<file path="src/rtl/uart_rx_pkg.sv">
// Shared UART definitions: frame-state encodings for both directions,
// the legal oversampling ratios and the 2-of-3 majority vote.
package uart_rx_pkg;

    typedef enum logic [2:0] {
        TX_IDLE,
        TX_START,
        TX_DATA,
        TX_PARITY,
        TX_STOP
    } tx_state_e;

    typedef enum logic [2:0] {
        RX_IDLE,
        RX_START,
        RX_DATA,
        RX_PARITY,
        RX_STOP
    } rx_state_e;

    localparam int unsigned PRESCALE_8  = 8;
    localparam int unsigned PRESCALE_16 = 16;
    localparam int unsigned PRESCALE_32 = 32;

    function automatic logic majority3(input logic a, input logic b, input logic c);
        return (a & b) | (a & c) | (b & c);
    endfunction

endpackage

</file>
<file path="src/rtl/uart_rx_sampler.sv">
// Per-bit edge counter with three-tap capture around mid-bit; produces the
// majority-voted bit value and an end-of-bit strobe.
module uart_rx_sampler
    import uart_rx_pkg::*;
#(
    parameter int unsigned PRESCALE_WIDTH = 6
) (
    input  logic                      CLK,
    input  logic                      RST,
    input  logic                      en,
    input  logic                      RX_IN,
    input  logic [PRESCALE_WIDTH-1:0] prescale,
    output logic                      sampled_bit,
    output logic                      eob
);

    logic [PRESCALE_WIDTH-1:0] edge_cnt;
    logic [PRESCALE_WIDTH-1:0] half;
    logic                      tap0;
    logic                      tap1;

    assign half = prescale >> 1;
    assign eob  = en && (edge_cnt == prescale - PRESCALE_WIDTH'(1));

    always_ff @(posedge CLK or negedge RST) begin
        if (!RST) begin
            edge_cnt    <= '0;
            tap0        <= 1'b0;
            tap1        <= 1'b0;
            sampled_bit <= 1'b0;
        end else if (!en) begin
            edge_cnt <= '0;
        end else begin
            edge_cnt <= eob ? '0 : edge_cnt + PRESCALE_WIDTH'(1);
            if (edge_cnt == half - PRESCALE_WIDTH'(1))
                tap0 <= RX_IN;
            if (edge_cnt == half)
                tap1 <= RX_IN;
            // third tap is taken live, so the vote is registered on the P/2+1 edge
            if (edge_cnt == half + PRESCALE_WIDTH'(1))
                sampled_bit <= majority3(tap0, tap1, RX_IN);
        end
    end

endmodule

</file>
<file path="src/rtl/uart_rx.sv">
// Oversampling UART receiver: frame FSM, deserializer and parity/stop
// checking on top of the mid-bit sampler.
module uart_rx
    import uart_rx_pkg::*;
#(
    parameter int unsigned DATA_WIDTH     = 8,
    parameter int unsigned PRESCALE_WIDTH = 6
) (
    input  logic                      CLK,
    input  logic                      RST,
    input  logic                      RX_IN,
    input  logic [PRESCALE_WIDTH-1:0] Prescale,
    input  logic                      PAR_EN,
    input  logic                      PAR_TYP,
    output logic [DATA_WIDTH-1:0]     P_DATA,
    output logic                      Data_valid,
    output logic                      Parity_Error,
    output logic                      Stop_Error
);

    localparam int unsigned BCW = (DATA_WIDTH > 1) ? $clog2(DATA_WIDTH) : 1;

    rx_state_e                 state;
    logic [BCW-1:0]            bit_cnt;
    logic [DATA_WIDTH-1:0]     shreg;
    logic                      frame_bad;
    logic [PRESCALE_WIDTH-1:0] prescale_q;
    logic                      par_en_q;
    logic                      par_typ_q;
    logic                      sampled_bit;
    logic                      eob;

    uart_rx_sampler #(
        .PRESCALE_WIDTH(PRESCALE_WIDTH)
    ) u_sampler (
        .CLK        (CLK),
        .RST        (RST),
        .en         (state != RX_IDLE),
        .RX_IN      (RX_IN),
        .prescale   (prescale_q),
        .sampled_bit(sampled_bit),
        .eob        (eob)
    );

    always_ff @(posedge CLK or negedge RST) begin
        if (!RST) begin
            state        <= RX_IDLE;
            bit_cnt      <= '0;
            shreg        <= '0;
            frame_bad    <= 1'b0;
            prescale_q   <= PRESCALE_WIDTH'(PRESCALE_8);
            par_en_q     <= 1'b0;
            par_typ_q    <= 1'b0;
            P_DATA       <= '0;
            Data_valid   <= 1'b0;
            Parity_Error <= 1'b0;
            Stop_Error   <= 1'b0;
        end else begin
            Data_valid   <= 1'b0;
            Parity_Error <= 1'b0;
            Stop_Error   <= 1'b0;
            case (state)
                RX_IDLE: begin
                    if (!RX_IN) begin
                        state      <= RX_START;
                        prescale_q <= Prescale;
                        par_en_q   <= PAR_EN;
                        par_typ_q  <= PAR_TYP;
                        frame_bad  <= 1'b0;
                        bit_cnt    <= '0;
                    end
                end
                RX_START: begin
                    if (eob)
                        state <= sampled_bit ? RX_IDLE : RX_DATA;
                end
                RX_DATA: begin
                    if (eob) begin
                        shreg <= DATA_WIDTH'({sampled_bit, shreg} >> 1);
                        if (bit_cnt == BCW'(DATA_WIDTH - 1)) begin
                            bit_cnt <= '0;
                            state   <= par_en_q ? RX_PARITY : RX_STOP;
                        end else begin
                            bit_cnt <= bit_cnt + BCW'(1);
                        end
                    end
                end
                RX_PARITY: begin
                    if (eob) begin
                        if (sampled_bit != (par_typ_q ^ (^shreg))) begin
                            Parity_Error <= 1'b1;
                            frame_bad    <= 1'b1;
                        end
                        state <= RX_STOP;
                    end
                end
                RX_STOP: begin
                    if (eob) begin
                        if (!sampled_bit) begin
                            Stop_Error <= 1'b1;
                        end else if (!frame_bad) begin
                            P_DATA     <= shreg;
                            Data_valid <= 1'b1;
                        end
                        // a start bit already on the line begins the next frame with no idle gap
                        if (!RX_IN) begin
                            state      <= RX_START;
                            prescale_q <= Prescale;
                            par_en_q   <= PAR_EN;
                            par_typ_q  <= PAR_TYP;
                            frame_bad  <= 1'b0;
                        end else begin
                            state <= RX_IDLE;
                        end
                    end
                end
                default: state <= RX_IDLE;
            endcase
        end
    end

endmodule

</file>
<file path="config.mk">
export PLATFORM = sky130hd
export DESIGN_NAME = uart_rx
export DESIGN_NICKNAME = d
export VERILOG_FILES = /design/src/rtl/uart_rx_pkg.sv /design/src/rtl/uart_rx_sampler.sv /design/src/rtl/uart_rx.sv
export SDC_FILE = /design/constraint.sdc
export NUM_CORES = 1
export LEC_CHECK = 0
export CAP_MARGIN = 10
export CORE_ASPECT_RATIO = 0.5
export CORE_MARGIN = 4
export CORE_UTILIZATION = 60
export CTS_CLUSTER_SIZE = 12
export DETAILED_ROUTE_END_ITERATION = 8
export GPL_ROUTABILITY_DRIVEN = 0
export HOLD_SLACK_MARGIN = 0.1
export PLACE_DENSITY = 0.89
export SLEW_MARGIN = 40
export SYNTH_ARGS = -nofsm -noshare
export SYNTH_HDL_FRONTEND = slang
export SYNTH_SLANG_ARGS = --single-unit
</file>
<file path="constraint.sdc">
create_clock -name CLK -period 7.1 [get_ports CLK]
set_input_delay 1.065 -clock CLK [delete_from_list [all_inputs] [get_ports CLK]]
set_output_delay 1.065 -clock CLK [all_outputs]
set_load 0.1 [all_outputs]
</file>
==> results by group, run 1 <==
Setup path
  • Crit path kind: reg2reg
  • Worst r2r path cells: 8
  • Crit Reg-Reg Endpoint: P_DATA[2]
  • Worst r2r src: prescale_q[2]
  • R2r setup slk: 4020 ps
  • CP required: 7280 ps
  • CP Launch Type: flip-flop
  • Crit end category: flip-flop
  • Crit-path max FO: 12
  • Worst EP arrival: 3260 ps
  • Critical path endpoint: P_DATA[2]
  • Worst setup path startpoint: prescale_q[2]

Synth
  • Yosys reg bits: 43
  • Synthesized area: 2330 sq um
  • Synth top area share: 0.451
  • Cell taking the most area after synthesis: dfrtp_1
  • Yosys cell types: 45
  • Compound-Gate Fraction of Synth Area: 0.0870
  • Sequential fraction of the synthesis area: 0.462
  • Post-synthesis net count: 226
  • Top cells by count, synth: dfrtp_1 (42), mux2_2 (27), xnor2_1 (14), xor2_1 (14), nand2_1 (11)
  • Avg Synthesized Cell Area: 11.2 sq um
  • Cells taking the most area after synthesis: dfrtp_1 (45%), mux2_2 (13%), xnor2_1 (5.3%)
  • Cells after Synth: 208
  • Combinational family with the most area after synthesis: multiplexers
  • Post-synth EDFFs: 0
  • Yosys Warn Count: 0
  • Adder-cell share of the synthesized area: 0.0419
  • Count leader, synth: dfrtp_1
  • Simple logic cell fraction of the synthesized area: 0.120
  • Main flop type after synthesis: dfrtp_1
  • Async set-reset flop share out of synthesis: 1.00
  • Post-synthesis xor/xnor area fraction: 0.115
  • Mux share of post-synthesis cell area: 0.143

Timing
  • Worst-margin pin slew: 788 ps
  • Max-slew violations: 0
  • Clock skew: 6.57 ps
  • Setup_tns: 0 ps
  • Post-layout worst setup margin: 4020 ps
  • Fmax: 325 MHz
  • Fin crit period: 3080 ps
  • Fin. Hold Viols: 0
  • Hold Slack: 507 ps
  • RSZ-0062 raised after global routing: false
  • Rel. slew slack: 0.471
  • Tcrit/Tclk final: 0.433
  • Final setup vio count: 0

Floorplanning
  • Initial Utilization: 0.650
  • IO Count: 22
  • Cell row count: 15
  • Core area: 3580 sq um
  • Die Area: 5000 sq um
  • Chip height: 52.1 um
  • Die Wd: 96.1 um

GRT
  • GRT busiest layer: met2
  • Met3 usage: 0.0419
  • Initial antenna violation count: 0
  • Global Route Usage Sum: 0.204
  • Vias in the first global route: 1614
  • GR Util met1: 0.283
  • First-pass GRT wire length: 7.73 mm
  • Met2 usage: 0.325
  • Largest net degree at the start of global routing: 44
  • Grt ovf: 0

Drt
  • Post-DR vias/cell: 5.73
  • Avg WL per Cell: 15.8 um
  • DRC: 0
  • WL final: 4.42 mm
  • DRT Pass-1 Iters: 5
  • Initial DRC count: 89
  • Via count: 1604
  • Antenna-violating nets left: 0

Final layout
  • P&R area growth vs syn: 12.1%
  • Fillers: 232
  • Multi-input logic area: 1180 sq um
  • Cell Count, Final, Fillers Out: 280
  • Ant diodes: 0
  • Register area: 1080 sq um
  • Nets: 246
  • Fraction of layout cells with a size suffix above 1: 0.227

Clock tree
  • Max Root-Sink Buffers: 2
  • Clock root buffer: clkbuf_8
  • Worst-path clk slew: 80 ps
  • # hold bufs at CTS: 0
  • Clock sink count: 43
  • Worst skew pair latency: 290 ps
  • H-tree lvl count: 2
  • CTS Buf Count: 5
  • CTS tree: done
  • Resize count post-CTS: 0
  • Post-CTS setup buffers: 0

Power
  • Total Power: 0.993 mW
  • Leakage: 1.20 nW
  • Power per Cell Area: 380 nW/um^2
  • Peak VDD IR: 164 uV

Place
  • DP Wirelength: 3.15 mm
  • Cells after DPL: 272
  • Post-Place Worst Slack: 4040 ps
  • Port buffer count: 21

Worst hold path
  • Kind of path behind the tightest hold check: reg2reg
  • Hold path start: P_DATA[6]

Outcome
  • Status: complete, no violations

Flow run
  • Max-cap violations: 0
-- final cells by class --
type                       instances  share of cell area
timing repair buffer              21              0.0584
sequential                        43               0.412
inverter                           9              0.0129
clock inverter                     1             0.00287
clock buffer                       7              0.0369
tap                               51              0.0244
multi-input combinational        148               0.452
-- power by group --
part           internal [mW]  switching, mW  total [mW]  leakage [nW]
Sequential             0.311          0.103       0.413         0.559
Clock                 0.0885         0.0820       0.170        0.0505
Combinational          0.196          0.213       0.409         0.593
-- critical path, cell delays in order (launching register included) --
cell and delay (ps):
dfrtp_1 490, inv_1 160, ha_1 230, nor3b_1 380
nand2_1 120, xnor2_1 170, a211o_1 420, nor4_4 590
mux2_2 410
-- flip-flops by register name (all words and copies together) (netlist names), 3 cells and up --
| name | count |
|---|---|
| u_sampler.edge_cnt | 6 |
| bit_cnt | 3 |
| prescale_q | 6 |
| state | 3 |
| P_DATA | 8 |
| shreg | 8 |
-- metal layers --
layer	share of wire	wire length, um
met1	0.47	2080
met4	0.011	47
met2	0.48	2130
met5	0	0
met3	0.038	169
-- logic make-up after synthesis --
logic type / count (synthesis)
AOI/OAI and AO/OA: 30
xor gates and xnor gates: 29
adders and majority gates: 8
buffers and inverters: 17
DFF: 43
muxes: 30
and+or+nand+nor: 51
-- cells in the final DEF (no fill, tap or decap), types with 2 or more instances in the layout --
cell type,n
mux2_2,27
mux2i_1,3
nor2b_1,2
and3_1,6
xor2_1,14
o21ai_0,8
nand2_1,11
ha_1,7
o2111ai_1,2
nand4_1,2
buf_2,11
dfrtp_1,42
a21oi_1,6
nor3_1,6
clkbuf_8,7
xnor2_1,14
a211oi_1,2
and2_1,3
nand3_1,5
clkdlybuf4s50_1,9
inv_1,9
nor2_1,9
-- per-stage QoR --
step	util	area [sq um]
floorplan	-	2330
global placement	0.714	2560
detailed placement	0.700	2510
CTS	0.729	2610
global route	0.729	2610
finish	0.729	2610
-- worst min-delay path by stage --
stage                       to  slack [ps]  cells after the start
detailed placement   P_DATA[6]         490                      1
global placement     P_DATA[5]         490                      1
CTS                  P_DATA[6]         510                      1
global route         P_DATA[1]         540                      1
finish               P_DATA[6]         510                      1
floorplan           bit_cnt[1]         470                      2
Power figures use the tool's default switching activity.
==> inputs of run 2 (changes only) <==
Settings changed: CORE_UTILIZATION 60 to 51, PLACE_DENSITY 0.89 to 0.81.
Clock period 7.1 ns to 2.7 ns, I/O delays scaled along.
==> run 2 against run 1 <==
- flip-flop and latch count stayed put
- final cell count is 6.1% higher
- routed wire length is 7.9% higher
- final area is 6.4% higher
- utilization is 9.8 points lower
- total power grew to 2.9 times the previous value
- combinational power grew to 3.0 times the previous value
- clock skew is 4.8 ps higher
- via count is 5.3% higher
- maximum frequency is 19% higher
- non-clock buffer count is 11 higher
- global-route usage is 2.7 points lower
- critical endpoint is now P_DATA[5]
- highest routed layer unchanged
==> results by group, run 2 (synthesized netlist as in run 1, its figures left out) <==
Place
  • DP Wirelength: 3.40 mm (+7.6%)
  • Port buffer count: 21 (unchanged)
  • Cells after DPL: 288 (+5.9%)

Final layout
  • Commonest non-fill, non-tap cell in the layout: dfrtp_1
  • Ant diodes: 0 (unchanged)
  • P&R area growth vs syn: 19.3%
  • Util after Layout: 0.631 (-0.0977)
  • Cell Count, Final, Fillers Out: 297 (+6.1%)
  • Most frequent cells in the layout: dfrtp_1 (42), mux2_2 (27), buf_4 (21)
  • Nets: 257 (+4.5%)
  • Fraction of layout cells with a size suffix above 1: 0.263 (+0.0354)
  • Biggest regs: P_DATA x8, shreg x8

Timing
  • Setup_tns: 0 ps (unchanged)
  • Fin crit period: 2580 ps (-500 ps)
  • Max-slew violations: 0 (unchanged)
  • Tcrit/Tclk final: 0.955 (+0.521)
  • RSZ-0062 raised after global routing: false
  • Hold Slack: 516 ps (+8.83 ps)
  • Rel. slew slack: 0.636 (+0.165)
  • Fmax: 388 MHz (+19%)
  • Fin. Hold Viols: 0 (unchanged)
  • Clock skew: 11.4 ps (+4.81 ps)
  • Final setup vio count: 0 (unchanged)
  • Worst-margin pin slew: 546 ps (-242 ps)

GRT
  • Vias in the first global route: 1715 (+6.3%)
  • Initial antenna violation count: 0 (unchanged)
  • Largest net degree at the start of global routing: 44 (unchanged)
  • Grt ovf: 0 (unchanged)
  • Global Route Usage Sum: 0.177 (-0.0274)
  • First-pass GRT wire length: 8.14 mm (+5.3%)

Drt
  • WL final: 4.77 mm (+7.9%)
  • Initial DRC count: 65 (-27%)
  • DRT Pass-1 Iters: 4 (-1)
  • DRC: 0 (unchanged)
  • Antenna-violating nets left: 0 (unchanged)
  • Post-DR vias/cell: 5.69 (-0.73%)
  • Avg WL per Cell: 16.1 um (+1.7%)
  • Via count: 1689 (+5.3%)

Power
  • Total Power: 2.85 mW (+190%)
  • Leakage: 1.27 nW (+6.0%)
  • Peak VDD IR: 384 uV (+130%)
  • Power per Cell Area: 1030 nW/um^2 (+170%)

Flow run
  • Max-cap violations: 0 (unchanged)

Floorplanning
  • Cell row count: 17 (+2)
  • Chip height: 55.8 um (+7.2%)
  • Initial Utilization: 0.529 (-0.121)
  • Die Wd: 104 um (+7.8%)
  • Core area: 4400 sq um (+23%)
  • IO Count: 22 (unchanged)
  • Die Area: 5780 sq um (+15%)

Outcome
  • Status: complete, no violations

Setup path
  • CP Launch Type: flip-flop
  • CP required: 2890 ps (-4390 ps)
  • Crit path kind: reg2reg
  • Crit end category: flip-flop
  • Worst EP arrival: 2770 ps (-490 ps)
  • Crit-path max FO: 9 (-3)

Clock tree
  • CTS tree: done
  • Clock sink count: 43 (unchanged)
  • Post-CTS setup buffers: 0 (unchanged)
  • Clock root buffer: clkbuf_8
  • H-tree lvl count: 2 (unchanged)
  • CTS Buf Count: 5 (unchanged)
  • Worst-path clk slew: 90 ps (about the same)
  • Worst skew pair latency: 300 ps (about the same)
  • Max Root-Sink Buffers: 2 (unchanged)

Worst hold path
  • Kind of path behind the tightest hold check: reg2reg
## run 2: cell types whose count changed in the layout (fill, tap and decap cells not counted), sizes merged
cell,delta
clkinvlp,-1
dlygate4sd3,+1
buf,+10
clkbuf,-1
bufinv,+2
## run 2: power breakdown
part           leakage (nW)  internal, mW  switching (mW)
Combinational         0.649         0.579           0.650
Sequential            0.559         0.818           0.216
Clock                0.0654         0.370           0.222
## run 2: repair_timing
action | CTS | global route
setup endpoints to repair | 0 | 8
endpoints found under the hold margin | 6 | 0
resized for setup | 0 | 4
hold buffers | 1 | 0
## run 2: area by class of cell
class,count,area [sq um]
Fill cell,337,1620
Multi-Input combinational cell,148,1190
Sequential cell,43,1080
Timing Repair Buffer,32,269
Clock buffer,6,72.6
Tap cell,57,71.3
Clock inverter,2,60.1
Inverter,9,33.8
## run 2: path summary, 6_finish.rpt
kind | start | end | slack, ps | cells after the start
min in group asynchronous | RST | prescale_q[5] | 630 | 2
max | prescale_q[0] | P_DATA[5] | 120 | 8
max reg2reg | prescale_q[0] | P_DATA[5] | 120 | 8
max in group asynchronous | RST | bit_cnt[1] | 1670 | 2
min | P_DATA[6] | P_DATA[6] | 520 | 1
min reg2reg | P_DATA[6] | P_DATA[6] | 520 | 1
## run 2: critical path, cell delays in order, from the launching register on
cell and delay, ps:
dfrtp_1 440, inv_1 80, ha_1 220, nand2_1 80, or4_4 500, a211o_4 390
nor4_4 230, buf_6 180, mux2_2 340
## run 2: through the flow
stage / cell area (sq um) / worst slack, ps
final: 2780 / 122
after global routing: 2780 / 17.2
after CTS: 2760 / 51.1
after detailed placement: 2620 / 77.4
after global placement: 2620 / 170
after floorplan: 2330 / 119
## run 2: layer usage
metal / wire length [um] / up-vias / track usage
met5: 0 / - / 0
met1: 2120 / 830 / 0.216
li1: - / 800 / -
met3: 191 / 18 / 0.0452
met4: 148 / 0 / 0.0928
met2: 2310 / 41 / 0.293
==> inputs of run 3 (changes only) <==
Settings changed: CORE_UTILIZATION 51 to 57, DONT_BUFFER_PORTS from default to 1.
==> run 3 against run 2 <==
- worst setup slack got worse by 9.2 ps
- critical endpoint is now P_DATA[0]
- critical path type unchanged
- routed wire length fell by 4.4%
- combinational power about the same
- largest power group unchanged
- flip-flop and latch count stayed put
- clock power decreased by 32%
==> results by group, run 3 (synthesized netlist as in run 1, its figures left out) <==
Outcome
  • Status: complete, no violations

Final layout
  • Ant diodes: 0 (unchanged)
  • Register area: 1090 sq um (+0.81%)
  • Final instance area: 2560 sq um (-7.8%)
  • Nets: 236 (-8.2%)
  • Fraction of layout cells with a size suffix above 1: 0.274 (+0.0115)
  • Most frequent cells in the layout: dfrtp_1 (35), mux2_2 (27), xnor2_1 (14), xor2_1 (14), nand2_1 (11)
  • Fillers: 304 (-9.8%)
  • Multi-input logic area: 1190 sq um (-0.21%)
  • Commonest non-fill, non-tap cell in the layout: dfrtp_1
  • P&R area growth vs syn: 9.99%
  • Biggest regs: P_DATA x8, shreg x8

Power
  • Power per Cell Area: 1040 nW/um^2 (+0.82%)
  • Total Power: 2.65 mW (-7.0%)
  • Leakage: 1.14 nW (-11%)
  • Peak VDD IR: 347 uV (-9.7%)

Setup path
  • Largest stage delay on the critical path: 490 ps (about the same)
  • Worst path top cell family by delay: simple AND/OR/NAND/NOR gates
  • Crit end category: flip-flop
  • Worst path buffer plus inverter count: 2 (unchanged)
  • Crit-path max FO: 9 (unchanged)
  • Worst r2r src: prescale_q[1]
  • CP required: 2880 ps (about the same)
  • CP Launch Type: flip-flop
  • CP Cell Sequence: inv_1 -> ha_2 -> nand2_1 -> or4_4 -> a211o_2 -> nor4_4 -> buf_4 -> mux2_2
  • Worst r2r path cells: 8 (unchanged)
  • Worst EP arrival: 2770 ps (about the same)
  • Crit path kind: reg2reg
  • CP max stage cell: or4_4
  • R2r setup slk: 110 ps (about the same)
  • Crit Reg-Reg Endpoint: P_DATA[0]
  • CP Depth: 8 (unchanged)

GRT
  • Global Route Usage Sum: 0.196 (+0.0198)
  • Vias in the first global route: 1659 (-3.3%)
  • Initial antenna violation count: 0 (unchanged)
  • Grt ovf: 0 (unchanged)
  • Largest net degree at the start of global routing: 44 (unchanged)
  • First-pass GRT wire length: 7.97 mm (-2.0%)

Flow run
  • Max-cap violations: 0 (unchanged)

Place
  • Port buffer count: 0 (-100%)
  • DP Wirelength: 3.31 mm (-2.6%)
  • Cell area after placement: 2430 sq um (-7.3%)
  • Post-Place Worst Slack: 66.0 ps (-11.5 ps)

Drt
  • Via count: 1616 (-4.3%)
  • Initial DRC count: 103 (+58%)
  • DRT Pass-1 Iters: 4 (unchanged)
  • WL final: 4.56 mm (-4.4%)
  • DRC: 0 (unchanged)
  • Antenna-violating nets left: 0 (unchanged)
  • Post-DR vias/cell: 5.92 (+4.1%)
  • Avg WL per Cell: 16.7 um (+4.0%)

Clock tree
  • Clock root buffer: clkbuf_8
  • Worst-path clk slew: 80 ps (about the same)
  • Clock sink count: 43 (unchanged)
  • CTS Buf Count: 5 (unchanged)
  • Worst skew pair latency: 300 ps (about the same)
  • Max Root-Sink Buffers: 2 (unchanged)
  • CTS tree: done
  • H-tree lvl count: 2 (unchanged)

Timing
  • Hold Slack: 253 ps (-263 ps)
  • Max-slew violations: 0 (unchanged)
  • Fmax: 387 MHz (-0.35%)
  • Post-layout worst setup margin: 113 ps (-9.18 ps)
  • Worst-margin pin slew: 897 ps (+351 ps)
  • Tcrit/Tclk final: 0.958 (+0.00340)
  • Final setup vio count: 0 (unchanged)
  • Clock skew: 6.87 ps (-4.51 ps)
  • Fin. Hold Viols: 0 (unchanged)
  • Fin crit period: 2590 ps (+9.18 ps)
  • Setup_tns: 0 ps (unchanged)
  • RSZ-0062 raised after global routing: false
  • Rel. slew slack: 0.402 (-0.234)

Floorplanning
  • Chip height: 53.2 um (-4.6%)
  • Initial Utilization: 0.594 (+0.0646)
  • IO Count: 22 (unchanged)
  • Die Wd: 98.4 um (-5.0%)
  • Core area: 3920 sq um (-11%)
  • Cell row count: 16 (-1)
  • Die Area: 5240 sq um (-9.4%)

Worst hold path
  • Hold path endpoint: par_typ_q
  • Kind of path behind the tightest hold check: in2reg
  • Hold path start: PAR_TYP
  • Hold Path Cell Cnt: 1 (unchanged)
[run 3: cell count changes in the layout (fill, tap and decap cells not counted), sizes merged]
cell,delta
clkinv,+1
bufinv,-2
clkdlybuf4s50,-9
buf,-12
clkinvlp,+1
[run 3: worst max-delay path by stage]
stage	start	slack [ps]	endpoint
floorplan	prescale_q[2]	120	P_DATA[0]
global placement	prescale_q[1]	200	P_DATA[1]
detailed placement	prescale_q[2]	70	P_DATA[7]
CTS	prescale_q[2]	30	P_DATA[0]
global route	prescale_q[3]	5	P_DATA[0]
finish	prescale_q[1]	110	P_DATA[0]
[run 3: report_power, final]
part	switching (mW)	total (mW)	internal, mW
Combinational	0.633	1.21	0.574
Sequential	0.224	1.04	0.818
Clock	0.224	0.405	0.181
Total	1.08	2.65	1.57
[run 3: area by class of cell]
type                    count  area share
clock buffers               6      0.0283
clock inverters             2     0.00488
inverters                   9      0.0132
multi-input cells         148       0.465
flip-flops and latches     43       0.424
well taps                  54      0.0264
repair buffers             11      0.0381
[run 3: routing by layer]
metal / wire (um) / vias up / share of wire / track usage
li1: - / 757 / - / -
met1: 2090 / 818 / 0.46 / 0.253
met2: 2210 / 30 / 0.49 / 0.321
met3: 150 / 11 / 0.033 / 0.0553
met4: 109 / 0 / 0.024 / 0.0726
met5: 0 / - / 0 / 0
[run 3: through the flow]
stage | std cells | utilization
final | 273 | 0.653
after global routing | 273 | 0.653
after CTS | 273 | 0.648
after detailed placement | 263 | 0.619
after global placement | 263 | 0.619
after floorplan | 208 | -
[run 3: timing repair]
action                                 CTS  global route
gates resized for setup                  0             4
setup endpoints to repair                0            16
hold buffers                             2             0
setup buffers                            0             0
endpoints found under the hold margin   43             0
[run 3: worst reg2reg max path, stage by stage, from the launching register on]
cell and delay (ps):
dfrtp_1 380, inv_1 130, ha_2 230, nand2_1 60
or4_4 490, a211o_2 390, nor4_4 220, buf_4 210
mux2_2 350
